## src/rtl/sram_mbist_pkg.sv

```systemverilog
// rtl/sram_mbist_pkg.sv - shared types and March C- tables for the SRAM BIST controller
package sram_mbist_pkg;

  typedef enum logic [1:0] {
    ST_IDLE,
    ST_RUN,
    ST_DRAIN,
    ST_DONE
  } state_t;

  typedef enum logic {
    BG_SOLID,
    BG_CHECKER
  } bg_t;

  localparam int NUM_ELEMS = 6;
  localparam int ELEM_W    = 3;

  // One bit per element, bit i = element Mi: M0 w0 | M1 r0w1 | M2 r1w0 | M3 r0w1 | M4 r1w0 | M5 r0
  localparam logic [NUM_ELEMS-1:0] ELEM_DOWN = 6'b111000;
  localparam logic [NUM_ELEMS-1:0] ELEM_TWO  = 6'b011110;
  localparam logic [NUM_ELEMS-1:0] ELEM_RD0  = 6'b111110;
  localparam logic [NUM_ELEMS-1:0] ELEM_POL0 = 6'b010100;
  localparam logic [NUM_ELEMS-1:0] ELEM_POL1 = 6'b001010;

  localparam logic [1:0] CHK_EVEN_PAIR = 2'b01;

endpackage

```

## src/rtl/sram_mbist_cmp.sv

```systemverilog
// rtl/sram_mbist_cmp.sv - read-data compare stage with sticky fail and first-fail capture
module sram_mbist_cmp #(
  parameter int ADDR_W = 11,
  parameter int DATA_W = 32
) (
  input  logic              clk,
  input  logic              rst,
  input  logic              clr,
  input  logic              rd_issue,
  input  logic [DATA_W-1:0] exp_data,
  input  logic [ADDR_W-1:0] exp_addr,
  input  logic [DATA_W-1:0] q,
  output logic              fail,
  output logic [ADDR_W-1:0] fail_addr,
  output logic [DATA_W-1:0] fail_q
);

  logic              pend;
  logic [DATA_W-1:0] pend_data;
  logic [ADDR_W-1:0] pend_addr;
  logic              mis;

  assign mis = pend && (|(q ^ pend_data));

  always_ff @(posedge clk or posedge rst) begin
    if (rst) begin
      pend      <= 1'b0;
      pend_data <= '0;
      pend_addr <= '0;
      fail      <= 1'b0;
      fail_addr <= '0;
      fail_q    <= '0;
    end else if (clr) begin
      pend      <= 1'b0;
      fail      <= 1'b0;
      fail_addr <= '0;
      fail_q    <= '0;
    end else begin
      pend      <= rd_issue;
      pend_data <= exp_data;
      pend_addr <= exp_addr;
      if (mis) begin
        fail <= 1'b1;
        if (!fail) begin
          fail_addr <= pend_addr;
          fail_q    <= q;
        end
      end
    end
  end

endmodule

```

## src/rtl/sram_mbist_ctrl.sv

```systemverilog
// rtl/sram_mbist_ctrl.sv - March C- BIST engine driving the SRAM macro BIST port
// Runs the six march elements over a solid then a checkerboard background.
module sram_mbist_ctrl
  import sram_mbist_pkg::*;
#(
  parameter int ADDR_W = 11,
  parameter int DATA_W = 32
) (
  input  logic              CLK,
  input  logic              RST,
  input  logic              start,
  output logic              busy,
  output logic              done,
  output logic              fail,
  output logic [ADDR_W-1:0] fail_addr,
  output logic [DATA_W-1:0] fail_q,
  output logic              BIST,
  output logic              CEBM,
  output logic              WEBM,
  output logic [ADDR_W-1:0] AM,
  output logic [DATA_W-1:0] DM,
  output logic [DATA_W-1:0] BWEBM,
  input  logic [DATA_W-1:0] Q
);

  localparam logic [ADDR_W-1:0] ADDR_LAST    = '1;
  localparam logic [DATA_W-1:0] PAT_CHK_EVEN = {(DATA_W/2){CHK_EVEN_PAIR}};

  state_t              state, state_nx;
  bg_t                 bg;
  logic [ELEM_W-1:0]   elem, elem_nx;
  logic                op;
  logic [ADDR_W-1:0]   addr;
  logic                start_acc, last_op, last_addr, last_elem, run_last;
  logic                rd_op, pol, rd_issue;
  logic [DATA_W-1:0]   pattern;

  assign start_acc = start && (state == ST_IDLE || state == ST_DONE);
  assign rd_issue  = (state == ST_RUN) && rd_op;

  always_comb begin
    last_op   = ~ELEM_TWO[elem] | op;
    last_addr = ELEM_DOWN[elem] ? (addr == '0) : (addr == ADDR_LAST);
    last_elem = (elem == ELEM_W'(NUM_ELEMS - 1));
    elem_nx   = last_elem ? '0 : elem + 1'b1;
    run_last  = (bg == BG_CHECKER) && last_elem && last_addr && last_op;
    rd_op     = ~op & ELEM_RD0[elem];
    pol       = op ? ELEM_POL1[elem] : ELEM_POL0[elem];
  end

  always_comb begin
    if (bg == BG_SOLID) pattern = '0;
    else                pattern = addr[0] ? ~PAT_CHK_EVEN : PAT_CHK_EVEN;
    if (pol) pattern = ~pattern;
  end

  // Address only wraps at element ends; each new element reloads from its direction.
  always_ff @(posedge CLK or posedge RST) begin
    if (RST) begin
      bg   <= BG_SOLID;
      elem <= '0;
      op   <= 1'b0;
      addr <= '0;
    end else if (start_acc) begin
      bg   <= BG_SOLID;
      elem <= '0;
      op   <= 1'b0;
      addr <= '0;
    end else if (state == ST_RUN) begin
      if (!last_op) begin
        op <= 1'b1;
      end else begin
        op <= 1'b0;
        if (!last_addr) begin
          addr <= ELEM_DOWN[elem] ? addr - 1'b1 : addr + 1'b1;
        end else begin
          elem <= elem_nx;
          addr <= ELEM_DOWN[elem_nx] ? ADDR_LAST : '0;
          if (last_elem) bg <= BG_CHECKER;
        end
      end
    end
  end

  always_ff @(posedge CLK or posedge RST) begin
    if (RST) state <= ST_IDLE;
    else     state <= state_nx;
  end

  always_comb begin
    state_nx = state;
    case (state)
      ST_IDLE, ST_DONE: if (start) state_nx = ST_RUN;
      ST_RUN:           if (run_last) state_nx = ST_DRAIN;
      ST_DRAIN:         state_nx = ST_DONE;
      default:          state_nx = ST_IDLE;
    endcase
  end

  always_comb begin
    busy  = 1'b0;
    done  = 1'b0;
    BIST  = 1'b0;
    CEBM  = 1'b1;
    WEBM  = 1'b1;
    AM    = '0;
    DM    = '0;
    BWEBM = '1;
    case (state)
      ST_RUN: begin
        busy  = 1'b1;
        BIST  = 1'b1;
        CEBM  = 1'b0;
        WEBM  = rd_op;
        AM    = addr;
        DM    = pattern;
        BWEBM = '0;
      end
      ST_DRAIN: begin
        busy  = 1'b1;
        BIST  = 1'b1;
        BWEBM = '0;
      end
      ST_DONE: done = 1'b1;
      default: ;
    endcase
  end

  sram_mbist_cmp #(
    .ADDR_W(ADDR_W),
    .DATA_W(DATA_W)
  ) u_cmp (
    .clk      (CLK),
    .rst      (RST),
    .clr      (start_acc),
    .rd_issue (rd_issue),
    .exp_data (pattern),
    .exp_addr (addr),
    .q        (Q),
    .fail     (fail),
    .fail_addr(fail_addr),
    .fail_q   (fail_q)
  );

endmodule

```

## config.mk

```make
export PLATFORM = sky130hd
export DESIGN_NAME = sram_mbist_ctrl
export DESIGN_NICKNAME = d
export VERILOG_FILES = /design/src/rtl/sram_mbist_pkg.sv /design/src/rtl/sram_mbist_cmp.sv /design/src/rtl/sram_mbist_ctrl.sv
export SDC_FILE = /design/constraint.sdc
export NUM_CORES = 1
export LEC_CHECK = 0
export BUFFER_PORTS_ARGS = -buffer_cell sky130_fd_sc_hd__buf_2
export CORE_ASPECT_RATIO = 1.4
export CORE_UTILIZATION = 50
export CTS_CLUSTER_SIZE = 28
export DETAILED_ROUTE_END_ITERATION = 8
export GPL_ROUTABILITY_DRIVEN = 0
export HOLD_SLACK_MARGIN = 0.15
export PLACE_DENSITY_LB_ADDON = 0.12
export SLEW_MARGIN = 30
export SYNTH_ARGS = -nofsm -noshare
export SYNTH_HDL_FRONTEND = slang
export SYNTH_SLANG_ARGS = --single-unit
```

## constraint.sdc

```tcl
create_clock -name CLK -period 4.2 [get_ports CLK]
set_input_delay 0 -clock CLK [delete_from_list [all_inputs] [get_ports CLK]]
set_output_delay 0 -clock CLK [all_outputs]
set_load 0.005 [all_outputs]
```

# Yosys cells after proc, flatten, opt, wreduce, memory -nomap -nowiden
# Memory sizes are Yosys's and may differ from the RTL's.
# Cells that the tools add are included.
# Widths: inputs -> output; s select.
dict set report op_classes {
  add_sub_neg 3
  n_lt_le_gt_ge 2
  eq_ne 8
  muxes 49
  bitwise_logic 6
  n_reduce_logical 22
}
# operator n
set op_table {}
lappend op_table {{$mux 32} 8}
lappend op_table {{$mux 11} 10}
lappend op_table {{$not 32->32} 1}
lappend op_table {{$reduce_or 32->1} 1}
lappend op_table {{$xor 32x32->32} 1}
lappend op_table {{$mux 1} 23}
lappend op_table {{$mux 3} 5}
lappend op_table {{$add 11x1->11 const B} 1}
lappend op_table {{$eq 11x11->1 const B} 1}
lappend op_table {{$logic_not 11->1} 1}
lappend op_table {{$sub 11x1->11 const B} 1}
lappend op_table {{$reduce_bool 2->1} 5}
lappend op_table {{$lt 3x4->1 const B} 2}
lappend op_table {{$logic_and 1x1->1} 6}
lappend op_table {{$ne 2x2->1 const B} 3}
lappend op_table {{$pmux 2 s3} 1}
lappend op_table {{$reduce_and 2->1} 3}
lappend op_table {{$eq 2x2->1 const B} 2}
lappend op_table {{$mux 2} 2}
lappend op_table {{$reduce_and 4->1} 1}
lappend op_table {{$reduce_or 2->1} 2}
lappend op_table {{$add 3x1->3 const B} 1}
lappend op_table {{$eq 3x3->1 const B} 1}
lappend op_table {{$reduce_and 3->1} 1}
lappend op_table {{6 further kinds} 7}
dict set report word_totals {
  regBits 106
  romBits 48
  inputBits 35
  output_inout_bits 124
  wordCells 107
  memories 6
}
# memory depth word_bits read_ports rd_clocked_by_memory_dff wr line_no
set memory_table {}
lappend memory_table {{(no name shown)} 8 1 1 0 0 sram_mbist_ctrl.sv:78} ;# addr <= ELEM_DOWN[elem_nx] ? ADDR_LAST : '0;
lappend memory_table {{(no name shown)} 8 1 1 0 0 sram_mbist_ctrl.sv:75} ;# addr <= ELEM_DOWN[elem] ? addr - 1'b1 : addr + 1'b1;
lappend memory_table {{(no name shown)} 8 1 1 0 0 sram_mbist_ctrl.sv:48} ;# pol = op ? ELEM_POL1[elem] : ELEM_POL0[elem];
lappend memory_table {{(no name shown)} 8 1 1 0 0 sram_mbist_ctrl.sv:48}
lappend memory_table {{(no name shown)} 8 1 1 0 0 sram_mbist_ctrl.sv:47} ;# rd_op = ~op & ELEM_RD0[elem];
lappend memory_table {{(no name shown)} 8 1 1 0 0 sram_mbist_ctrl.sv:42} ;# last_op = ~ELEM_TWO[elem] | op;

# Depth between registers and ports, before layout
# Gate-level depths: netlist of run 1.
dict set report logic_depth {
  depth_word 9
  depth_mapped 9
  mapped_depth_nobuf 9
}

# Hierarchy
# A second synthesis of run 1 with hierarchy kept.
dict set report hier_totals {
  cells_unflattened 568
  area_unflattened_um2 6148.4
}
# module instances cells_per_inst area_each_um2 seq_area_each_um2
set by_module_without_submodules {}
lappend by_module_without_submodules {sram_mbist_cmp 1 327 4199.0 2202.1}
lappend by_module_without_submodules {sram_mbist_ctrl 1 241 1949.4 450.4}

# Least setup slack after synthesis of run 1
# OpenSTA, ideal clock, no wires.
dict set report synth_timing {
  kind {reg2reg}
  startpoint {reg elem[2]}
  endpoint {reg addr[9]}
  setup_ns 0.122
  t_arrival_ns 2.246
  setup_slack_ns 1.832
  stages_incl_launch_ff 10
  n_path_buf 0
  synth_period_minus_slack_ns 2.368
  cell_sequence {dfrtp_1 -> inv_1 -> ha_1 -> inv_1 -> ha_1 -> a211oi_1 -> o21ai_0 -> a311o_1 -> a31oi_1 -> o21ai_1}
}
dict set report synth_between {
  elab_chain_len 9
  elab_cells_between_ends 20
  classes_between {add/sub (1); eq/ne (1); mux (11); bitwise (2); reduce/logical (2); memory (3)}
}
# element line_no
set synth_rtl {}
lappend synth_rtl {{start, declared} sram_mbist_ctrl.sv:31} ;# logic [ELEM_W-1:0] elem, elem_nx;
lappend synth_rtl {{start signal, assigned} sram_mbist_ctrl.sv:77} ;# elem <= elem_nx;
lappend synth_rtl {{$add 3x1->3 / $eq 3x3->1 (equally long branches)} {sram_mbist_ctrl.sv:45, sram_mbist_ctrl.sv:44}}
lappend synth_rtl {{$mux 3} sram_mbist_ctrl.sv:45} ;# elem_nx = last_elem ? '0 : elem + 1'b1;
lappend synth_rtl {{$mem_v2 8x1} --}
lappend synth_rtl {{$mux 1 (implied by the code)} sram_mbist_ctrl.sv:78}
lappend synth_rtl {{$mux 11} sram_mbist_ctrl.sv:78}
lappend synth_rtl {{$mux 11} sram_mbist_ctrl.sv:74} ;# if (!last_addr) begin
lappend synth_rtl {{$mux 11} sram_mbist_ctrl.sv:70} ;# if (!last_op) begin
lappend synth_rtl {{$mux 11} sram_mbist_ctrl.sv:69} ;# end else if (state == ST_RUN) begin
lappend synth_rtl {{$mux 11} sram_mbist_ctrl.sv:64} ;# end else if (start_acc) begin
lappend synth_rtl {{end signal, assigned} sram_mbist_ctrl.sv:75}
lappend synth_rtl {{end signal, assigned} sram_mbist_ctrl.sv:78}
lappend synth_rtl {{end, declared} sram_mbist_ctrl.sv:33} ;# logic [ADDR_W-1:0] addr;
# Several ways; a longest one is shown, not always the timed one. The select of a mux whose other input is x is not followed.
# A chain may end at the register's enable or synchronous reset.

# Final worst setup path of run 1
dict set report layout_timing {
  startpoint {reg elem[0]}
  endpoint {reg addr[8]}
}
# Same word-level chain as after synthesis.

==> flow_summary.yaml, run 1 <==
sta:
  grt_setup_unrepaired: "no"
  max-slew-margin-rel_pct: 43.2
  worst_slew_pin_slew_ps: 850
  setup-violations-final: 0
  timing.hold.ws_ps: 392
  hold_viol: 0
  maxClockFrequency_ghz: 0.355
  setup_total_negative_slack_ps: 0
  drv_slew: 0
  period_share_pct: 67.1
  final_period_minus_worst_setup_slack_ps: 2820
  finalClockSkew_ps: 4.33
global_routing:
  grt-ovfl-total: 0
  vias_in_the_first_global_route: 3721
  track_usage_pct: 22.6
  grt_start_max_net_pins: 69
  antenna_violations_before_repair: 0
  global_route_wire_length_before_repair_mm: 17.5
synthesis:
  syn_nets: 583
  synth.top_cells.by_area: "sky130_fd_sc_hd__dfrtp_1, sky130_fd_sc_hd__nand2_1, sky130_fd_sc_hd__buf_4, sky130_fd_sc_hd__mux2i_1, sky130_fd_sc_hd__ha_1"
  proportion_of_synthesized_chip_area_in_sequential_cells_pct: 40.6
  synth_xor_area_share_pct: 1.50
  synth.lib_cells_used.distinct: 49
  area_of_the_mapped_netlist_um2: 4680
  dominantRegCellSynth: "sky130_fd_sc_hd__dfrtp_1"
  ys_warn_count: 0
  synth_seq_cells: 76
  synth_compound_area_share_pct: 8.63
  muxShareOfSynthArea_pct: 10.3
  postSynth.asyncResetShare_pct: 100
  largest_family_of_logic_cells_by_synthesized_area: "simple AND/OR/NAND/NOR gates"
  synth-edff-count: 0
  post_synth.cell_area_avg_um2: 8.78
  yosys.area.top_type_share_pct: 40.6
  yosys.area_share.adder_pct: 4.17
  basic_gate_share_of_the_synthesized_area_counting_and_or_nand_and_nor_cells_pct: 21.6
  syn-instance-count: 533
  synth_top_cell_by_area: "sky130_fd_sc_hd__dfrtp_1"
pwr:
  cellLeakagePower_uw: 0.00299
  peakVddDrop_mv: 0.507
  power_density_nw_per_um2: 453
critical_path:
  critical_path_required_ps: 4470
  timing_worst_setup_path_type: "reg2reg"
  worst-path-max-fanout: 12
  cp-end-kind: "register"
  crit_arrival_ps: 3080
  cp-start-kind: "register"
  reg2reg_slack_ps: 1380
clock_tree:
  cts_htree_levels: 3
  clkSinkCount: 76
  path_clk_slew_ps: 60
  cts-resized-gates: 0
  cts-root-to-sink-buffers: 2
  tritoncts: "done"
  cts_inserted_buffers: 9
  cts-root-buf: "sky130_fd_sc_hd__clkbuf_16"
  post-cts-setup-buffer-count: 0
  clk-insertion-delay-late_ps: 330
layout:
  post-route-cell-area_um2: 5730
  mostFrequentLayoutCells: "sky130_fd_sc_hd__buf_2, sky130_fd_sc_hd__nand2_1, sky130_fd_sc_hd__dfrtp_1"
  fillCellCount: 794
  nNetsFinal: 705
  final_util_pct: 63.4
  antenna_cells: 0
  mostFrequentLayoutCell: "sky130_fd_sc_hd__buf_2"
  multi_input_comb_area_um2: 2170
  seq_area_um2: 1900
  layout-drive-gt1-share_pct: 28.6
  synth_to_final_area_change_pct: 22.3
floorplan:
  floorplan.core_area_um2: 9030
  die_w_um: 83.8
  chipHeight_um: 116
  die_area_um2: 9760
  io-pin-count: 159
  standard_cell_row_count: 41
  starting_density_of_the_core_pct: 51.9
routing:
  drc_errors_left: 0
  drtPass1Iterations: 4
  routed_wirelength_normalized_by_instance_count_um: 14.2
  post_drt_via_cell_ratio: 5.15
  remaining_number_of_nets_flagged_by_the_antenna_check_after_routing: 0
  vias: 3952
  drt_iter0_markers: 186
  drt-total-wl_mm: 10.9
min_path:
  hold_class: "in2async"
placement:
  numPortBuffers: 158
  placement.cell_area_um2: 5080
  post-dp-hpwl_mm: 7.65
run:
  cap_viol_max_count: 0
outcome:
  status: "finished clean"
where the power goes:
group | leakage [µW] | internal [µW] | switching [µW]
combinational | 0.00180 | 400 | 587
clock | 0.000149 | 490 | 286
sequential | 0.00105 | 776 | 57.8
total | 0.00299 | 1670 | 931
Yosys cell counts, types with 7 or more instances:
cell type,n
sky130_fd_sc_hd__nand2_1,140
sky130_fd_sc_hd__a31oi_1,7
sky130_fd_sc_hd__a21oi_1,11
sky130_fd_sc_hd__nor3_1,14
sky130_fd_sc_hd__nand4_1,8
sky130_fd_sc_hd__dfrtp_1,76
sky130_fd_sc_hd__buf_4,63
sky130_fd_sc_hd__inv_1,14
sky130_fd_sc_hd__clkbuf_1,17
sky130_fd_sc_hd__o21ai_1,9
sky130_fd_sc_hd__nor2_1,22
sky130_fd_sc_hd__nand3_1,10
sky130_fd_sc_hd__and2_1,13
sky130_fd_sc_hd__ha_1,14
sky130_fd_sc_hd__mux2i_1,46
logic make-up after synthesis:
logic type	after synthesis
simple gates	226
buf+inv	99
xor+xnor	8
compound gates	61
mux	48
fa+ha+maj	15
flops	76
area by class of cell:
| cell class | instances | share of cell area [%] |
|---|---|---|
| tap | 107 | 2.34 |
| multi-input combinational | 358 | 38.0 |
| timing repair buffer | 196 | 20.3 |
| inverter | 14 | 0.917 |
| clock inverter | 4 | 0.830 |
| clock buffer | 12 | 4.48 |
| sequential | 76 | 33.2 |
sequential cells by signal, summed over array words and instances, names as in the netlist:
name	flops
u_cmp.pend_addr	11
op	1
u_cmp.fail_addr	11
state	2
bg	1
u_cmp.fail	1
u_cmp.pend	1
u_cmp.pend_data	2
u_cmp.fail_q	32
elem	3
addr	11
worst max-delay path: stages (launching register included):
cell,delay (ps)
sky130_fd_sc_hd__dfrtp_1,440
sky130_fd_sc_hd__nand2_1,100
sky130_fd_sc_hd__ha_1,260
sky130_fd_sc_hd__inv_1,260
sky130_fd_sc_hd__fa_1,480
sky130_fd_sc_hd__a21oi_1,230
sky130_fd_sc_hd__o22ai_1,170
sky130_fd_sc_hd__o41ai_1,420
sky130_fd_sc_hd__mux2i_1,260
sky130_fd_sc_hd__a22o_1,140
path summary, 6_finish.rpt:
| kind | from | end | cells after the start |
|---|---|---|---|
| worst min register to register | u_cmp.pend_addr[1]$_DFFE_PP0N_ | u_cmp.pend_addr[1]$_DFFE_PP0N_ | 2 |
| worst max-delay path | elem[0]$_DFFE_PP0P_ | addr[8]$_DFFE_PP0P_ | 9 |
| max in group asynchronous | RST | u_cmp.fail_q[15]$_DFFE_PP0P_ | 4 |
| worst max register to register | elem[0]$_DFFE_PP0P_ | addr[8]$_DFFE_PP0P_ | 9 |
| min in group CLK | u_cmp.pend_addr[1]$_DFFE_PP0N_ | u_cmp.pend_addr[1]$_DFFE_PP0N_ | 2 |
| worst min-delay path | RST | u_cmp.fail_q[12]$_DFFE_PP0P_ | 3 |
stage by stage:
| stage | setup WS, ps | total power [µW] | cells |
|---|---|---|---|
| final | 1380 | 2600 | 767 |
| after global routing | 1150 | 2780 | 767 |
| after CTS | 1410 | 2630 | 767 |
| after detailed placement | 1420 | 1820 | 717 |
| after global placement | 1560 | 1810 | 717 |
| after floorplan | 1830 | 1790 | 533 |
routing by layer:
metal / wire [µm] / up-vias / track usage (%) / part of all wire (%)
li1: - / 1994 / - / -
met1: 4620 / 1813 / 26.9 / 42
met2: 5550 / 128 / 40.3 / 51
met3: 528 / 17 / 4.81 / 4.9
met4: 195 / 0 / 8.93 / 1.8
met5: 0 / - / 0 / 0
what timing repair did:
action / 4_1_cts / 5_1_grt
setup endpoints to repair: 0 / 0
hold buffers: 34 / 0
hold endpoints to repair: 75 / 0
(Power assumes the default switching activity.)
==> inputs of run 2 (changes only) <==
Settings changed: CORE_UTILIZATION 50 to 46.
Clock period 4.2 ns to 2.29 ns, I/O delays scaled along.
==> run 2 against run 1 <==
Register-to-register slack lost 1300 ps. Largest cell class unchanged. Worst hold slack lost 120 ps. Highest routed layer unchanged. Global-route usage shrank 0.37 points. Sequential share of layout area shrank 2.0 points. Cell count grew 6.6%.
==> flow_summary.yaml, run 2 (synthesis results as in run 1) <==
outcome:
  status: "finished clean"
clock_tree:
  clk-insertion-delay-late_ps: 330
  tritoncts: "done"
  cts-root-to-sink-buffers: 2
  cts-root-buf: "sky130_fd_sc_hd__clkbuf_16"
  path_clk_slew_ps: 60
  clkSinkCount: 76
  cts_inserted_buffers: 9
  cts_htree_levels: 3
global_routing:
  track_usage_pct: 22.3
  grt_start_max_net_pins: 101
  grt-ovfl-total: 0
  antenna_violations_before_repair: 0
  global_route_wire_length_before_repair_mm: 18.3
  vias_in_the_first_global_route: 3927
critical_path:
  r2r.worst_path.cells: 7
  worst_r2r_endpoint: "elem[1]$_DFFE_PP0P_"
  cp-start-kind: "register"
  cp-end-kind: "register"
  worst-path-max-fanout: 6
  timing_worst_setup_path_type: "reg2reg"
  crit_arrival_ps: 2470
  worst_r2r_startpoint: "elem[1]$_DFFE_PP0P_"
  critical_path_required_ps: 2550
  reg2reg_slack_ps: 70
layout:
  finalNonFillerCells: 818
  mostFrequentLayoutCells: "sky130_fd_sc_hd__buf_2, sky130_fd_sc_hd__nand2_1, sky130_fd_sc_hd__dfrtp_1"
  fillCellCount: 896
  largest_reg_flops: 32
  synth_to_final_area_change_pct: 30.3
  nNetsFinal: 728
  mostFrequentLayoutCell: "sky130_fd_sc_hd__buf_2"
  antenna_cells: 0
  final_util_pct: 61.6
  layout-drive-gt1-share_pct: 33.8
  largest_register: "u_cmp.fail_q"
pwr:
  share_seq_of_total_power_pct: 30.0
  internal_power_uw: 3280
  netsw_uw: 1770
  power_density_nw_per_um2: 828
  clkPwrFrac_pct: 30.8
  netSwitchingFraction_pct: 35.1
  part_of_the_total_power_dissipated_in_combinational_logic_pct: 39.2
  cellLeakagePower_uw: 0.00315
  peakVddDrop_mv: 1.23
routing:
  routed_wirelength_normalized_by_instance_count_um: 14.3
  drc_errors_left: 0
  post_drt_via_cell_ratio: 5.07
  drt_iter0_markers: 152
  drtPass1Iterations: 4
  vias: 4151
  drt-total-wl_mm: 11.7
  remaining_number_of_nets_flagged_by_the_antenna_check_after_routing: 0
sta:
  drv_slew: 0
  setup_total_negative_slack_ps: 0
  max-slew-margin-rel_pct: 45.0
  finalClockSkew_ps: 2.97
  worst_slew_pin_slew_ps: 822
  final_period_minus_worst_setup_slack_ps: 2220
  setup-violations-final: 0
  maxClockFrequency_ghz: 0.451
  period_share_pct: 96.8
  hold_viol: 0
  timing.hold.ws_ps: 274
floorplan:
  die_w_um: 87.3
  starting_density_of_the_core_pct: 47.3
  chipHeight_um: 121
  floorplan.core_area_um2: 9900
  io-pin-count: 159
  die_area_um2: 10600
  standard_cell_row_count: 43
placement:
  numPortBuffers: 158
  post-dp-hpwl_mm: 8.12
  placed_cells: 767
run:
  cap_viol_max_count: 0
min_path:
  hold_class: "in2async"
run 2: area by class of cell:
class | count | area [µm²] | share of cell area (%)
well taps | 135 | 169 | 2.77
repair buffers | 219 | 1370 | 22.5
clock buffers | 13 | 260 | 4.26
clock inverters | 3 | 68.8 | 1.13
flip-flops and latches | 76 | 1900 | 31.2
inverters | 14 | 56.3 | 0.923
multi-input cells | 358 | 2270 | 37.3
run 2: worst max path at each step:
stage	start	to	cells past startpoint
4_1_cts	elem[1]$_DFFE_PP0P_	addr[8]$_DFFE_PP0P_	9
6_report	elem[1]$_DFFE_PP0P_	elem[1]$_DFFE_PP0P_	7
3_3_place_gp	elem[0]$_DFFE_PP0P_	addr[8]$_DFFE_PP0P_	9
2_1_floorplan	elem[2]$_DFFE_PP0P_	addr[9]$_DFFE_PP0P_	9
5_1_grt	elem[1]$_DFFE_PP0P_	elem[1]$_DFFE_PP0P_	7
3_5_place_dp	elem[1]$_DFFE_PP0P_	addr[8]$_DFFE_PP0P_	9
run 2: through the flow:
stage          total power [µW]  setup slack, ps  instance area [µm²]
5_1_grt                    5350            -35.2                 6100
6_report                   5050             72.8                 6100
4_1_cts                    5070             22.0                 6030
3_3_place_gp               3440            -31.7                 5330
2_1_floorplan              3270             34.4                 4680
3_5_place_dp               3450             -179                 5330
run 2: worst max-delay path, cell delays in order (launching register included):
cell	delay, ps
sky130_fd_sc_hd__dfrtp_1	340
sky130_fd_sc_hd__nand2_1	90
sky130_fd_sc_hd__ha_4	190
sky130_fd_sc_hd__or4_1	550
sky130_fd_sc_hd__nor3_4	260
sky130_fd_sc_hd__o21ai_2	130
sky130_fd_sc_hd__or4_1	410
sky130_fd_sc_hd__a21oi_1	160
run 2: layer usage:
| metal | vias to the layer above | GRT usage, % | share of wire, % |
|---|---|---|---|
| met2 | 143 | 39.5 | 51 |
| met3 | 23 | 3.61 | 5.1 |
| met4 | 0 | 11.2 | 2.9 |
| li1 | 2037 | - | - |
| met1 | 1948 | 25.4 | 41 |
| met5 | - | 0 | 0 |
run 2: what timing repair did:
item,4_1_cts,5_1_grt
hold buffers,34,0
gates cloned,0,0
endpoints found under the hold margin,67,0
setup endpoints to repair,23,45
resized for setup,7,17
pin swaps,1,1
buffers inserted,0,1
run 2: power groups by stage:
stage / Combinational, µW / Sequential [µW] / Clock [µW]
after global routing: 2190 / 1520 / 1640
after CTS: 1980 / 1510 / 1580
final: 1980 / 1510 / 1560
after floorplan: 1760 / 1510 / 0
after global placement: 1910 / 1530 / 0
after detailed placement: 1920 / 1530 / 0
==> inputs of run 3 (changes only) <==
Settings changed: CTS_CLUSTER_DIAMETER set to 30, RECOVER_POWER set to 25.
==> run 3 against run 2 <==
The flow now finishes with violations (max-capacitance violations, max-slew violations). Clock skew barely moved. Die area did not move. Utilization fell by 0.19 points. Setup slack improved by 1.1 ps. Fmax barely moved.
==> flow_summary.yaml, run 3 (synthesis results as in run 1) <==
sta:
  period_share_pct: 96.8
  drv_slew: 34
  worst_slew_pin_slew_ps: 1570
  max-slew-margin-rel_pct: -5.02
  setup-violations-final: 0
  finalClockSkew_ps: 2.81
  hold_viol: 0
  final_period_minus_worst_setup_slack_ps: 2220
  timing.final.ws_setup_ps: 73.8
  maxClockFrequency_ghz: 0.451
min_path:
  hold_path.startpoint: "u_cmp.pend_addr[8]$_DFFE_PP0N_"
  hold_path_end: "u_cmp.pend_addr[8]$_DFFE_PP0N_"
  hold_class: "reg2reg"
  timing.hold.worst_path_depth: 2
floorplan:
  die_area_um2: 10600
  starting_density_of_the_core_pct: 47.3
  io-pin-count: 159
  die_w_um: 87.3
  standard_cell_row_count: 43
  chipHeight_um: 121
  floorplan.core_area_um2: 9900
placement:
  detailedPlace.worstSlack_ps: -179
  numPortBuffers: 158
  placement.cell_area_um2: 5330
  placed_cells: 767
  post-dp-hpwl_mm: 8.12
critical_path:
  reg2reg_slack_ps: 70
  crit_arrival_ps: 2470
  cp-end-kind: "register"
  worst-path-max-fanout: 6
  worst_path_most_repeated_cell: "sky130_fd_sc_hd__or4_1"
  critPathSlowestCell: "sky130_fd_sc_hd__or4_1"
  critical_path_required_ps: 2550
  path_cells: "nand2_1, ha_4, or4_1, nor3_4, o21ai_2, or4_1, a21oi_1"
  r2r.worst_path.cells: 7
  slowest_stage_delay_cp_ps: 550
  worst_r2r_endpoint: "elem[1]$_DFFE_PP0P_"
  timing_worst_setup_path_type: "reg2reg"
  cp-start-kind: "register"
  worst_r2r_startpoint: "elem[1]$_DFFE_PP0P_"
clock_tree:
  cts-root-to-sink-buffers: 2
  cts_htree_levels: 3
  tritoncts: "done"
  path_clk_slew_ps: 60
  cts_inserted_buffers: 9
  clk-insertion-delay-late_ps: 330
  clkSinkCount: 76
  cts-root-buf: "sky130_fd_sc_hd__clkbuf_16"
routing:
  drc_errors_left: 0
  drtPass1Iterations: 4
  post_drt_via_cell_ratio: 5.08
  drt-total-wl_mm: 11.7
  drt_iter0_markers: 165
  vias: 4153
  routed_wirelength_normalized_by_instance_count_um: 14.4
  remaining_number_of_nets_flagged_by_the_antenna_check_after_routing: 0
layout:
  post-route-cell-area_um2: 6080
  antenna_cells: 0
  finalNonFillerCells: 818
  nNetsFinal: 728
  largest_register: "u_cmp.fail_q"
  largest_reg_flops: 32
  synth_to_final_area_change_pct: 29.9
  mostFrequentLayoutCell: "sky130_fd_sc_hd__buf_2"
  mostFrequentLayoutCells: "sky130_fd_sc_hd__buf_2, sky130_fd_sc_hd__nand2_1, sky130_fd_sc_hd__dfrtp_1"
  fillCellCount: 906
  layout-drive-gt1-share_pct: 31.6
global_routing:
  antenna_violations_before_repair: 0
  track_usage_pct: 22.3
  grt-ovfl-total: 0
  grt_start_max_net_pins: 101
  vias_in_the_first_global_route: 3927
  global_route_wire_length_before_repair_mm: 18.3
pwr:
  peakVddDrop_mv: 1.23
  power_uw: 5050
  power_density_nw_per_um2: 830
  cellLeakagePower_uw: 0.00308
outcome:
  status: "finished with violations"
  violations_in_the_final_reports: "max-capacitance violations, max-slew violations"
run:
  cap_viol_max_count: 1
run 3: final cells by class:
class                           count  area [µm²]  area share [%]
Clock buffer                       13         260            4.28
Clock inverter                      3        68.8            1.13
Inverter                           14        56.3           0.926
Multi-Input combinational cell    358        2270            37.4
Sequential cell                    76        1900            31.3
Tap cell                          135         169            2.78
Timing Repair Buffer              219        1350            22.2
run 3: worst max-delay path by stage:
stage	from	endpoint	slack (ps)	cells after the start
4_1_cts	elem[1]$_DFFE_PP0P_	addr[8]$_DFFE_PP0P_	20	9
5_1_grt	elem[1]$_DFFE_PP0P_	elem[1]$_DFFE_PP0P_	-40	7
3_5_place_dp	elem[1]$_DFFE_PP0P_	addr[8]$_DFFE_PP0P_	-180	9
3_3_place_gp	elem[0]$_DFFE_PP0P_	addr[8]$_DFFE_PP0P_	-30	9
6_report	elem[1]$_DFFE_PP0P_	elem[1]$_DFFE_PP0P_	70	7
2_1_floorplan	elem[2]$_DFFE_PP0P_	addr[9]$_DFFE_PP0P_	30	9
run 3: where the power goes:
group / total (µW) / switching, µW / internal (µW)
Combinational: 1980 / 1140 / 837
Sequential: 1510 / 88.8 / 1420
Clock: 1560 / 539 / 1020
Total: 5050 / 1770 / 3280
run 3: worst max-delay path, delay by kind of cell (launching register included):
kind	cells	cell delay, ps
AND/OR/NAND/NOR	4	1320
flip-flops	1	340
AO/OA/AOI/OAI	2	280
adder cells (fa/ha/maj)	1	190
run 3: what timing repair did:
item / 4_1_cts / 5_1_grt
pin swaps: 1 / 1
resized for setup: 7 / 17
buffers inserted: 0 / 1
endpoints found under the setup margin: 23 / 45
endpoints found under the hold margin: 67 / 0
hold buffers: 34 / 0
run 3: stage by stage:
step / TNS (ps) / util, % / hold slack [ps]
after floorplan: 0 / - / 137
after global placement: -39.8 / 53.8 / 81.5
after detailed placement: -363 / 53.8 / 95.8
after CTS: 0 / 60.9 / 289
after global routing: -53.2 / 61.5 / 483
final: 0 / 61.5 / 466
run 3: per-layer routing:
layer / track usage (%) / part of all wire (%) / vias to the layer above
li1: - / - / 2038
met1: 25.4 / 41 / 1956
met2: 39.5 / 51 / 136
met3: 3.61 / 4.9 / 23
met4: 11.2 / 2.9 / 0
met5: 0 / 0 / -
